==> config.mk <==
export PLATFORM = sky130hd
export DESIGN_NAME = mult_prod_accum
export DESIGN_NICKNAME = d
export VERILOG_FILES = /design/src/rtl/mult_prod_accum.sv
export SDC_FILE = /design/constraint.sdc
export NUM_CORES = 1
export LEC_CHECK = 0
export ABC_AREA = 1
export CORE_UTILIZATION = 56
export CTS_BUF_LIST = sky130_fd_sc_hd__clkbuf_16
export CTS_CLUSTER_SIZE = 20
export DETAILED_ROUTE_END_ITERATION = 10
export GPL_TIMING_DRIVEN = 1
export PLACE_DENSITY = 0.91
export SETUP_SLACK_MARGIN = 0.3
export SYNTH_ARGS = -nofsm -noshare
export SYNTH_HDL_FRONTEND = slang
export SYNTH_SLANG_ARGS = --single-unit
==> constraint.sdc <==
create_clock -name clk -period 4.4 [get_ports clk]
set_input_delay 0.88 -clock clk [delete_from_list [all_inputs] [get_ports clk]]
set_output_delay 0.88 -clock clk [all_outputs]
set_load 0.02 [all_outputs]
==> src/rtl/mult_prod_accum.sv <==
// Group accumulator behind the 3x3 multiplier: sums N_TERMS unsigned products per
// result and holds the registered total until downstream takes it.
module mult_prod_accum #(
    parameter int N_TERMS = 4,
    parameter int ACC_W   = 8
) (
    input  logic             clk,
    input  logic             rst_n,
    input  logic             clr,
    input  logic             in_valid,
    output logic             in_ready,
    input  logic [5:0]       in_p,
    output logic             out_valid,
    input  logic             out_ready,
    output logic [ACC_W-1:0] out_sum,
    output logic             out_ovf
);

    localparam int DATA_W = 6;
    localparam int CNT_W  = $clog2(N_TERMS + 1);
    localparam logic [CNT_W-1:0] LAST = CNT_W'(N_TERMS - 1);

    typedef enum logic [1:0] {
        IDLE  = 2'd0,
        ACCUM = 2'd1,
        HOLD  = 2'd2
    } state_t;

    // Zero-extended add; bit ACC_W of the result is the carry-out.
    function automatic logic [ACC_W:0] add_carry(input logic [ACC_W-1:0] a,
                                                 input logic [DATA_W-1:0] p);
        return {1'b0, a} + {{(ACC_W + 1 - DATA_W){1'b0}}, p};
    endfunction

    state_t             state_p0, state_nxt;
    logic [ACC_W-1:0]   acc_p0, acc_nxt;
    logic               ovf_p0, ovf_nxt;
    logic [CNT_W-1:0]   cnt_p0, cnt_nxt;
    logic [ACC_W-1:0]   sum_p1, sum_nxt;
    logic               sovf_p1, sovf_nxt;
    logic               vld_p1, vld_nxt;
    logic               beat;
    logic [ACC_W:0]     sum_ext;

    always_comb begin
        in_ready  = (state_p0 == ACCUM) && !clr;
        beat      = in_valid && in_ready;
        sum_ext   = add_carry(acc_p0, in_p);
        state_nxt = state_p0;
        acc_nxt   = acc_p0;
        ovf_nxt   = ovf_p0;
        cnt_nxt   = cnt_p0;
        sum_nxt   = sum_p1;
        sovf_nxt  = sovf_p1;
        vld_nxt   = vld_p1;

        case (state_p0)
            IDLE: state_nxt = ACCUM;
            ACCUM: begin
                if (beat) begin
                    if (cnt_p0 == LAST) begin
                        sum_nxt   = sum_ext[ACC_W-1:0];
                        sovf_nxt  = ovf_p0 | sum_ext[ACC_W];
                        vld_nxt   = 1'b1;
                        acc_nxt   = '0;
                        ovf_nxt   = 1'b0;
                        cnt_nxt   = '0;
                        state_nxt = HOLD;
                    end else begin
                        acc_nxt = sum_ext[ACC_W-1:0];
                        ovf_nxt = ovf_p0 | sum_ext[ACC_W];
                        cnt_nxt = cnt_p0 + CNT_W'(1);
                    end
                end
            end
            HOLD: begin
                if (vld_p1 && out_ready) begin
                    vld_nxt   = 1'b0;
                    state_nxt = ACCUM;
                end
            end
            default: state_nxt = IDLE;
        endcase

        // Abort overrides beats and handshakes; out_sum/out_ovf are left as-is.
        if (clr && (state_p0 != IDLE)) begin
            acc_nxt   = '0;
            ovf_nxt   = 1'b0;
            cnt_nxt   = '0;
            vld_nxt   = 1'b0;
            state_nxt = ACCUM;
        end
    end

    // Stage p0 (partial sum) and stage p1 (held result) registers
    always_ff @(posedge clk or negedge rst_n) begin
        if (!rst_n) begin
            state_p0 <= IDLE;
            acc_p0   <= '0;
            ovf_p0   <= 1'b0;
            cnt_p0   <= '0;
            sum_p1   <= '0;
            sovf_p1  <= 1'b0;
            vld_p1   <= 1'b0;
        end else begin
            state_p0 <= state_nxt;
            acc_p0   <= acc_nxt;
            ovf_p0   <= ovf_nxt;
            cnt_p0   <= cnt_nxt;
            sum_p1   <= sum_nxt;
            sovf_p1  <= sovf_nxt;
            vld_p1   <= vld_nxt;
        end
    end

    assign out_valid = vld_p1;
    assign out_sum   = sum_p1;
    assign out_ovf   = sovf_p1;

endmodule

### Word level (Yosys, flattened, before mapping)

Index checks and enable logic that the tools add are counted.

* add/sub/neg operators: 2
* $mul: 0
* div/mod/pow operators: 0
* order comparisons: 0
* eq/ne operators: 6
* shifts and indexed selects: 0
* multiplexer cells: 22
* bitwise operators: 1
* reductions and logical operators: 14

Operator list (count)
* 8-bit 2-to-1 mux: 4
* 3-bit 2-to-1 mux: 4
* 8-bit by 6-bit adder with 9-bit output: 1
* 1-bit 2-to-1 mux: 8
* 2-bit 2-to-1 mux: 4
* 2-bit case mux with 3 select lines: 1
* 3-bit AND reduction: 2
* 2-bit nonzero test: 3
* 1-bit logical AND: 4
* 4-bit AND reduction: 1
* 3-bit by 1-bit adder with 3-bit output (second input constant): 1
* 3-bit by 2-bit == test with 1-bit output (second input constant): 1
* 3-bit by 1-bit != test with 1-bit output (second input constant): 1
* 3-bit by 2-bit != test with 1-bit output (second input constant): 1
* 3-bit != test (second input constant): 1
* 3-bit nonzero test: 1
* 2-bit by 1-bit == test with 1-bit output (second input constant): 1
* 2-bit == test (second input constant): 1
* 2-bit logical NOT: 1
* 1-bit case mux with 2 select lines: 1
* 2-bit AND reduction: 1
* 1-bit logical NOT: 1
* 1-bit bitwise OR: 1

* register bits after elaboration: 24
* bits in latches: 0
* RAM bits: 0
* ROM bits: 0
* output and inout port bits: 11
* logic and storage cells: 52
* memories: 0

### Depth between registers and ports, before layout

* depth after elaboration: 6
* depth in mapped cells: 9
* gate-level depth less buffers: 9

### Least setup slack after synthesis

No wires, ideal clock.

* path type: input to output
* from: in clr
* to: out in_ready
* data arrival time: 1.157 ns
* slack: 2.363 ns
* stages: 3
* path through: nor2_4 > nand2_1 > inv_2

* word-level cells in the longest chain between the ends: 2

Ends and longest elaborated chain
* start: declaration: line 9 `input logic clr,`
* 1-bit logical NOT: line 46 `in_ready = (state_p0 == ACCUM) && !clr;`
* 1-bit logical AND: line 46
* end: declaration: line 11 `output logic in_ready,`

No other way between the ends.

### Worst setup path after layout

Ends and elaborated chain as after synthesis.

==> results.sh <==
export IMPL_status="complete, no violations"
export IMPL_fin_area_um2=1640
export IMPL_grt_total_usage_pct=25.6
export IMPL_period_needed_ps=3120
export IMPL_syn_num_nets=182
export IMPL_gr_total_overflow=0
export IMPL_r2r_start="cnt_p0[0]$_DFFE_PN0P_"
export IMPL_yosysWarnings=0
export IMPL_period_share_pct=70.9
export IMPL_drive_gt1_share_pct=8.56
export IMPL_htree_num_levels=1
export IMPL_nFillCells=163
export IMPL_rsz0062_at_grt="no"
export IMPL_seq_area_frac_synth_pct=45.4
export IMPL_r2r_end="out_sum[6]$_DFFE_PN0P_"
export IMPL_multi_input_area_um2=637
export IMPL_cp_max_fo=3
export IMPL_ys_ff_latch=24
export IMPL_maxSlewHeadroom_pct=31.5
export IMPL_antenna_found_initial=0
export IMPL_num_nets_final=207
export IMPL_cts_setup_buffers=0
export IMPL_clk_insertion_delay_late_ps=250
export IMPL_wl_met3_um=69
export IMPL_arrival_ps=2240
export IMPL_p_per_area_nw_per_um2=462
export IMPL_peakVddDrop_uv=355
export IMPL_grt_pass1_wl_um=4800
export IMPL_seqCellArea_um2=601
export IMPL_wl_met2_um=1490
export IMPL_yosysUniqueCellTypes=20
export IMPL_die_area_um2=2560
export IMPL_die_w_um=50.6
export IMPL_cts_buffers=3
export IMPL_io_buffer_count=21
export IMPL_placed_cell_area_um2=1560
export IMPL_min_from="out_sum[7]$_DFFE_PN0P_"
export IMPL_clock_fmax_ghz=0.320
export IMPL_cts_resized=0
export IMPL_tightest_slew_ps=1020
export IMPL_syn_area_um2=1320
export IMPL_drtPass1Iterations=4
export IMPL_ctsHoldBuffers=0
export IMPL_max_cap_violations=0
export IMPL_hold_viol=0
export IMPL_viasPerCell=5.29
export IMPL_p_leak_uw=0.000880
export IMPL_remaining_drc_errors=0
export IMPL_core_um2=2210
export IMPL_via_count=1137
export IMPL_die_y_um=50.6
export IMPL_setup_tns_ps=0
export IMPL_synthCells=163
export IMPL_ctsLongestPathBuffers=2
export IMPL_stdcell_count=215
export IMPL_r2r_slack_ps=2710
export IMPL_wl_met1_um=1200
export IMPL_dp_cells=211
export IMPL_worstHoldPathCells=2
export IMPL_whs_endpoint="out_sum[7]$_DFFE_PN0P_"
export IMPL_dpl_hpwl_um=2080
export IMPL_cp_required_ps=3520
export IMPL_worstSetupPathType="input port to output pin"
export IMPL_avgSynthCellArea_um2=8.12
export IMPL_avgRoutedWirePerCell_um=13.0
export IMPL_cts_sinks=24
export IMPL_cp_start_kind="input port"
export IMPL_antenna_cells=0
export IMPL_io_pins=22
export IMPL_min_path_type="register to register"
export IMPL_setup_viol=0
export IMPL_gp_congestion=0.872
export IMPL_root_buffer="clkbuf_16"
export IMPL_finClkSkew_ps=2.87
export IMPL_totalWireLength_um=2800
export IMPL_grt_pass1_vias=1175
export IMPL_holdWs_ps=484
export IMPL_start_util_pct=59.8
export IMPL_row_count=17
export IMPL_path_clk_slew_ps=60
export IMPL_area_growth_syn_to_layout_pct=23.6
export IMPL_ant_nets=0
export IMPL_grt_max_degree=25
export IMPL_r2r_cells=7
export IMPL_slew_violations=0
export IMPL_drt_initial_drc_count=20
export IMPL_cts_tree="done"
export IMPL_end_kind="output pin"
export IMPL_top_layer_used="met4"
## cells by family after synthesis
| kind of cell | synth area share [%] |
|---|---|
| fa+ha+maj | 8.13 |
| simple gates | 30.5 |
| xor+xnor | 1.99 |
| flops | 45.4 |
| buf+inv | 6.52 |
| compound gates | 7.47 |
## Yosys cell counts, drive strengths merged
cell type  number  area (µm²)
nand2          62         233
dfrtp          24         601
inv            20        75.1
nand3          14        80.1
nor2            9        41.3
o21ai           8        51.3
ha              7        87.6
a21oi           6        30.0
or2             3        18.8
xnor2           3        26.3
nand3b          2        15.0
buf             1        11.3
fa              1        20.0
nor3            1        16.3
o211a           1        10.0
o211ai          1        7.51
## through the flow
step	worst slack, ps	util [%]	power (µW)
5_1_grt	1210	74.0	799
6_report	1280	74.0	756
3_3_place_gp	1320	70.4	547
4_1_cts	1270	74.0	759
2_1_floorplan	2360	-	463
3_5_place_dp	1280	70.4	563
## worst max-delay path by stage
stage | startpoint | endpoint | slack, ps | depth (start not counted)
3_5_place_dp | clr | in_ready | 1280 | 5
3_3_place_gp | clr | in_ready | 1320 | 5
6_report | clr | in_ready | 1280 | 5
4_1_cts | clr | in_ready | 1270 | 5
5_1_grt | clr | in_ready | 1210 | 5
2_1_floorplan | clr | in_ready | 2360 | 3
## layout make-up
cell class	count	share of cell area [%]
Clock inverter	1	0.229
Inverter	20	4.59
Tap cell	28	2.14
Sequential cell	24	36.7
Clock buffer	3	4.59
Multi-Input combinational cell	118	38.9
Timing Repair Buffer	21	12.8
## registers in the layout (all words and copies together) (netlist names)
| register | cells |
|---|---|
| acc_p0 | 8 |
| out_sum | 8 |
| cnt_p0 | 3 |
| state_p0 | 2 |
| out_ovf | 1 |
| out_valid | 1 |
| ovf_p0 | 1 |
## per-layer routing
metal / GRT usage (%) / vias up
met1: 29.0 / 543
met3: 3.64 / 5
met4: 11.1 / 0
li1: - / 569
met5: 0 / -
met2: 47.1 / 20
## power by group
group          switching (µW)  internal [µW]
Clock                    72.3            121
Sequential               28.9            264
Combinational             154            115
Total                     255            501
## placed cells by master, fill, tap and decap left out, types with 2 or more instances in the layout
cell type	instances
inv_1	14
o21ai_1	5
nand3b_1	2
clkdlybuf4s50_1	21
clkbuf_16	3
xnor2_1	3
nand3_2	2
ha_1	7
o21ai_2	3
dfrtp_1	24
nor2_1	8
or2_1	3
nand3_1	12
a21oi_1	6
inv_2	6
nand2_1	62
## critical path, cell delays in order
cell	delay, ps
clkdlybuf4s50_1	460
nor2_4	150
nand2_1	90
inv_2	70
clkdlybuf4s50_1	590
(Power assumes the default switching activity.)
